File: src/rtl/shrv_pkg.sv
// rtl/shrv_pkg.sv - shared widths, constants and the fetch buffer entry type
package shrv_pkg;

  localparam int          XLEN    = 32;
  localparam int          INST_W  = 32;
  localparam logic [31:0] PC_STEP = 32'd4;
  localparam logic [31:0] NOP     = 32'h0000_0013;

  typedef struct packed {
    logic [XLEN-1:0]   pc;
    logic [INST_W-1:0] inst;
  } fetch_entry_t;

endpackage

File: src/rtl/fetch_skid_fifo.sv
// rtl/fetch_skid_fifo.sv - two-entry skid FIFO of fetched (pc, inst) pairs
module fetch_skid_fifo
  import shrv_pkg::*;
(
  input  logic         clk_i,
  input  logic         rst_ni,
  input  logic         push_i,
  input  fetch_entry_t push_entry_i,
  input  logic         pop_i,
  input  logic         flush_i,
  output logic         valid_o,
  output fetch_entry_t head_o,
  output logic [1:0]   count_o
);

  fetch_entry_t mem_q [2];
  logic         head_q, head_d;
  logic         tail_q, tail_d;
  logic [1:0]   count_q, count_d;

  always_comb begin
    head_d  = head_q;
    tail_d  = tail_q;
    count_d = count_q;
    if (flush_i) begin
      head_d  = 1'b0;
      tail_d  = 1'b0;
      count_d = 2'd0;
    end else begin
      if (push_i) tail_d = ~tail_q;
      if (pop_i)  head_d = ~head_q;
      case ({push_i, pop_i})
        2'b10:   count_d = count_q + 2'd1;
        2'b01:   count_d = count_q - 2'd1;
        default: count_d = count_q;
      endcase
    end
  end

  // Data stays put on flush; only the pointers and count are cleared.
  always_ff @(posedge clk_i or negedge rst_ni) begin
    if (!rst_ni) begin
      mem_q[0] <= '0;
      mem_q[1] <= '0;
      head_q   <= 1'b0;
      tail_q   <= 1'b0;
      count_q  <= 2'd0;
    end else begin
      if (push_i && !flush_i) mem_q[tail_q] <= push_entry_i;
      head_q  <= head_d;
      tail_q  <= tail_d;
      count_q <= count_d;
    end
  end

  assign valid_o = (count_q != 2'd0);
  assign head_o  = mem_q[head_q];
  assign count_o = count_q;

endmodule

File: src/rtl/fetch_unit.sv
// rtl/fetch_unit.sv - PC, ROM request tracking and redirect handling for fetch
module fetch_unit
  import shrv_pkg::*;
#(
  parameter int              XLEN     = 32,
  parameter logic [XLEN-1:0] RESET_PC = '0
) (
  input  logic            CLK,
  input  logic            RST_N,
  output logic [XLEN-1:0] IMEM_A,
  input  logic [XLEN-1:0] IMEM_RD,
  input  logic            REDIRECT_VALID,
  input  logic [XLEN-1:0] REDIRECT_PC,
  output logic            INST_VALID,
  input  logic            INST_READY,
  output logic [XLEN-1:0] INST,
  output logic [XLEN-1:0] INST_PC
);

  logic [XLEN-1:0] fetch_pc_q, fetch_pc_d;
  logic [XLEN-1:0] req_pc_q, req_pc_d;
  logic            req_valid_q, req_valid_d;

  logic            pop, push, issue;
  logic [1:0]      fifo_count;
  logic [2:0]      occupancy;
  fetch_entry_t    head, push_entry;

  assign pop       = INST_VALID & INST_READY;
  // Entries that will be held after this edge, counting the ROM read in flight.
  assign occupancy = {1'b0, fifo_count} + {2'b00, req_valid_q} - {2'b00, pop};
  assign issue     = !REDIRECT_VALID && (occupancy < 3'd2);
  assign push      = req_valid_q && !REDIRECT_VALID;

  always_comb begin
    fetch_pc_d  = fetch_pc_q;
    req_pc_d    = req_pc_q;
    req_valid_d = 1'b0;
    if (REDIRECT_VALID) begin
      fetch_pc_d = REDIRECT_PC & ~{{(XLEN-2){1'b0}}, 2'b11};
    end else if (issue) begin
      req_valid_d = 1'b1;
      req_pc_d    = fetch_pc_q;
      fetch_pc_d  = fetch_pc_q + PC_STEP;
    end
  end

  always_ff @(posedge CLK or negedge RST_N) begin
    if (!RST_N) begin
      fetch_pc_q  <= RESET_PC;
      req_pc_q    <= RESET_PC;
      req_valid_q <= 1'b0;
    end else begin
      fetch_pc_q  <= fetch_pc_d;
      req_pc_q    <= req_pc_d;
      req_valid_q <= req_valid_d;
    end
  end

  // The ROM samples this on the issue edge, so its data lines up with req_pc_q.
  assign IMEM_A = fetch_pc_q;

  assign push_entry.pc   = req_pc_q;
  assign push_entry.inst = IMEM_RD;

  fetch_skid_fifo u_skid (
    .clk_i        (CLK),
    .rst_ni       (RST_N),
    .push_i       (push),
    .push_entry_i (push_entry),
    .pop_i        (pop),
    .flush_i      (REDIRECT_VALID),
    .valid_o      (INST_VALID),
    .head_o       (head),
    .count_o      (fifo_count)
  );

  assign INST    = head.inst;
  assign INST_PC = head.pc;

endmodule

File: config.mk
export PLATFORM = sky130hd
export DESIGN_NAME = fetch_unit
export DESIGN_NICKNAME = d
export VERILOG_FILES = /design/src/rtl/shrv_pkg.sv /design/src/rtl/fetch_skid_fifo.sv /design/src/rtl/fetch_unit.sv
export SDC_FILE = /design/constraint.sdc
export NUM_CORES = 1
export LEC_CHECK = 0
export CORE_MARGIN = 2
export CORE_UTILIZATION = 25
export DETAILED_ROUTE_END_ITERATION = 10
export PLACE_DENSITY = 0.43
export SETUP_SLACK_MARGIN = 0.4
export SLEW_MARGIN = 30
export SYNTH_ARGS = -nofsm -noshare
export SYNTH_HDL_FRONTEND = slang
export SYNTH_SLANG_ARGS = --single-unit
export TNS_END_PERCENT = 100
File: constraint.sdc
create_clock -name CLK -period 3.08 [get_ports CLK]
set_clock_uncertainty 0.15 [all_clocks]
set_input_delay 0.616 -clock CLK [delete_from_list [all_inputs] [get_ports CLK]]
set_output_delay 0.616 -clock CLK [all_outputs]
set_load 0.05 [all_outputs]
==> results.toml <==
[run_status]
status = "completed"

[timing]
timing.final.ws_setup_ps = 95.09
setup_viol = 0
worst_pin_slew_ps = 593.7
fin_crit_sh_pct = 96.91
rsz0062_at_grt = "true"
hold_viol_final = 0
slew_headroom_pct = 60.20
drv_slew = 0
max_clock_freq_mhz = 335.0
period_needed_ps = 2985

[placement]
portBuffers = 158
place_congestion = 0.7117
dp_hpwl_mm = 15.06
dp_cells = 1220
dp_slack_ps = -465.5

[clock_network]
numCtsBuffers = 17
htreeDepth = 4
cts_root_buf = "clkbuf_16"
clkSlewWorstSetupHoldPaths_ps = 80
clock_path_buffers = 2
clk_latency_ps = 440
clock_sinks = 189
ctsHoldBuffers = 0
cts_tree = "done"

[flow_run]
maxCapViolCount = 0

[synthesis]
synth.area.top_cells = "dfrtp_1, mux2_2, mux2_4, xor2_1, nand2_1"
synth_top_area_share_pct = 55.25
ys_warn_count = 0
ys_seq_area_share_pct = 55.25
syn_area_sq_um = 8561
synth_cell_type_count = 39
synth_top_area_cell = "dfrtp_1"
ys_seq_elements = 189
synthCells = 617
syn_avg_cell_area_sq_um = 13.87

[power_and_ir_drop]
intPower_mw = 7.708
swShare_pct = 40.12
finalPower_mw = 12.87
vdd.ir_drop.worst_mv = 0.4441
clkPwrFrac_pct = 17.9
p_seq_share_pct = 32.8
p_comb_share_pct = 49.3
cellLeakagePower_nw = 5.079
power.density_nw_per_um2 = 1100
switchingPower_mw = 5.164

[die]
fp.dieH_microns = 189.1
fp.dieArea_sq_um = 35740
start_util_pct = 25.47
core_area_sq_um = 33620
row_count = 67
die_w_microns = 189.1
ios = 165

[worst_setup_path]
critPathArrivalTime_ps = 3150
rr_worst_depth = 12
critPathKind = "register to register"
critPathLaunchType = "register"
critPathRequiredTime_ps = 3240
cpPeakStageDelay_ps = 620
crit_chain = "or2_4 -> nand2_4 -> inv_2 -> ha_4 -> nand2b_4 -> fa_2 -> buf_4 -> buf_6 -> nand2b_4 -> or2_4 -> buf_12 -> mux2_4"
critPathMaxFanout = 11
endpoint_kind = "register"
slowest_stage = "fa_2"

[drt]
drt_iter0_drc = 141
firstDrtPassIters = 4
wl_mm = 21.98
routedWlPerCell_microns = 17.34
num_vias = 5493
ant_nets = 0
avgViaCountPerCell = 4.332
drc_errors = 0

[grt]
antenna_found_initial = 0
grt-ovfl-total = 0
grt_use_total_pct = 12.76
grt_max_degree = 67
grt_pass1_vias = 6114
grt_pass1_wl_mm = 35.08

[layout]
finalNetCount = 878
insertedDiodeCount = 0
fillCellCount = 3279
syn2layout_area_growth_pct = 36.71
layout.cells.non_filler = 1268
multiInputGateArea_sq_um = 3831
drive_gt1_share_pct = 48.66
register_area_sq_um = 4735

[min_path]
hold_path.class = "input pin to asynchronous set/reset pin"
per-layer routing:
layer  GRT usage [%]  share of wire, %  vias to the layer above  wire length [microns]
met3           3.040               4.1                       18                    906
met5               0                 0                        -                      0
met1           16.52                46                     2805                  10110
met2           21.22                49                      124                  10690
li1                -                 -                     2546                      -
met4           3.636               1.3                        0                    278
stage by stage:
| step | area (sq um) | util, % | setup TNS [ps] | hold slack [ps] |
|---|---|---|---|---|
| final | 11700 | 34.82 | 0 | 21.87 |
| after global routing | 11700 | 34.82 | -104.4 | 48.79 |
| after CTS | 11570 | 34.43 | 0 | 37.86 |
| after detailed placement | 10770 | 32.05 | -21800 | 337.0 |
| after global placement | 10770 | 32.05 | -21990 | 330.6 |
| after floorplan | 8665 | - | -1628 | 170.4 |
power by group through the flow:
stage	combinational [mW]	clock, mW	sequential (mW)
finish	6.35	2.30	4.22
global route	6.71	2.49	4.37
CTS	6.37	2.38	4.23
detailed placement	6.16	0	4.31
global placement	6.07	0	4.23
floorplan	4.38	0	4.21
cell usage after synthesis:
master / n
buf_4: 4
dfrtp_1: 189
and3_1: 4
buf_1: 4
nand2b_4: 1
xnor2_1: 11
nand2b_1: 1
nor3_2: 2
a2111oi_0: 1
nor3_1: 4
buf_12: 2
or2_2: 1
buf_6: 2
nor4_1: 2
conb_1: 1
xor2_2: 1
nand4b_1: 1
xor2_1: 22
clkbuf_1: 11
ha_1: 2
or2_1: 1
o21ai_0: 28
buf_2: 12
a21oi_1: 1
nand3_1: 13
nor2_2: 1
mux2_4: 25
nand2_1: 41
nor4_4: 2
buf_8: 1
fa_1: 1
mux2_2: 192
nor2_1: 8
nand3b_1: 1
nand4_1: 13
inv_1: 7
nand3_2: 1
o21ai_1: 2
mux2i_1: 1
worst max-delay path: cells and delay by family, from the launching register on:
| family | cells | cell delay, ps |
|---|---|---|
| AND/OR/NAND/NOR | 5 | 750 |
| multiplexers | 1 | 290 |
| buffers and inverters | 4 | 430 |
| flip-flops | 1 | 410 |
| adder cells (fa/ha/maj) | 2 | 810 |
layout by cell type, fill, tap and decap left out, types with 4 or more instances in the layout:
| cell type | count |
|---|---|
| mux2_2 | 189 |
| dfrtp_1 | 187 |
| clkdlybuf4s50_1 | 89 |
| buf_4 | 86 |
| nand2_1 | 35 |
| mux2_4 | 28 |
| o21ai_1 | 27 |
| xor2_1 | 17 |
| clkbuf_16 | 17 |
| nand4_1 | 13 |
| buf_6 | 12 |
| xnor2_1 | 9 |
| buf_12 | 9 |
| nand3_2 | 7 |
| nor2_1 | 7 |
| inv_1 | 5 |
| xor2_2 | 5 |
| inv_6 | 5 |
| nand3_1 | 4 |
| and3_1 | 4 |
| conb_1 | 4 |
| dlymetal6s2s_1 | 4 |
final timing paths:
| path | to | slack [ps] | start |
|---|---|---|---|
| setup / recovery | req_pc_q[5]$_DFFE_PN0P_ | 100 | u_skid.count_o[1]$_DFFE_PN0P_ |
| hold / removal | u_skid.mem_q[19]$_DFFE_PN0P_ | 20 | RST_N |
| setup reg to reg | req_pc_q[5]$_DFFE_PN0P_ | 100 | u_skid.count_o[1]$_DFFE_PN0P_ |
| hold reg to reg | u_skid.mem_q[35]$_DFFE_PN0P_ | 350 | u_skid.mem_q[35]$_DFFE_PN0P_ |
| max in group asynchronous | u_skid.mem_q[86]$_DFFE_PN0P_ | 1990 | RST_N |
| min in group CLK | u_skid.mem_q[35]$_DFFE_PN0P_ | 350 | u_skid.mem_q[35]$_DFFE_PN0P_ |
repair_timing:
action / 4_1_cts / 5_1_grt
setup buffers: 11 / 5
gates resized for setup: 34 / 23
pin swaps: 14 / 13
setup endpoints to repair: 98 / 62
hold endpoints to repair: 0 / 0
layout make-up:
type                       instances  share of cell area (%)
tap                              448                   4.789
inverter                           7                  0.2245
multi-input combinational        388                   32.73
sequential                       189                   40.45
clock buffer                      20                   3.817
clock inverter                    12                   1.368
timing repair buffer             204                   16.61
cell families after synthesis:
kind of cell    count (synthesis)  synth area share, %
xor+xnor                       34                3.566
other cells                     1              0.04380
simple gates                   97                6.022
mux                           218                29.76
buf+inv                        43                2.923
flops                         189                55.25
compound gates                 32                1.915
fa+ha+maj                       3               0.5261
sequential cells by signal, summed over array words and instances (netlist names):
name	count
u_skid.mem_q	124
u_skid.tail_q	1
req_pc_q	30
IMEM_A	30
u_skid.count_o	2
u_skid.head_q	1
req_valid_q	1
Note: power is estimated with default switching activity, not from simulation.
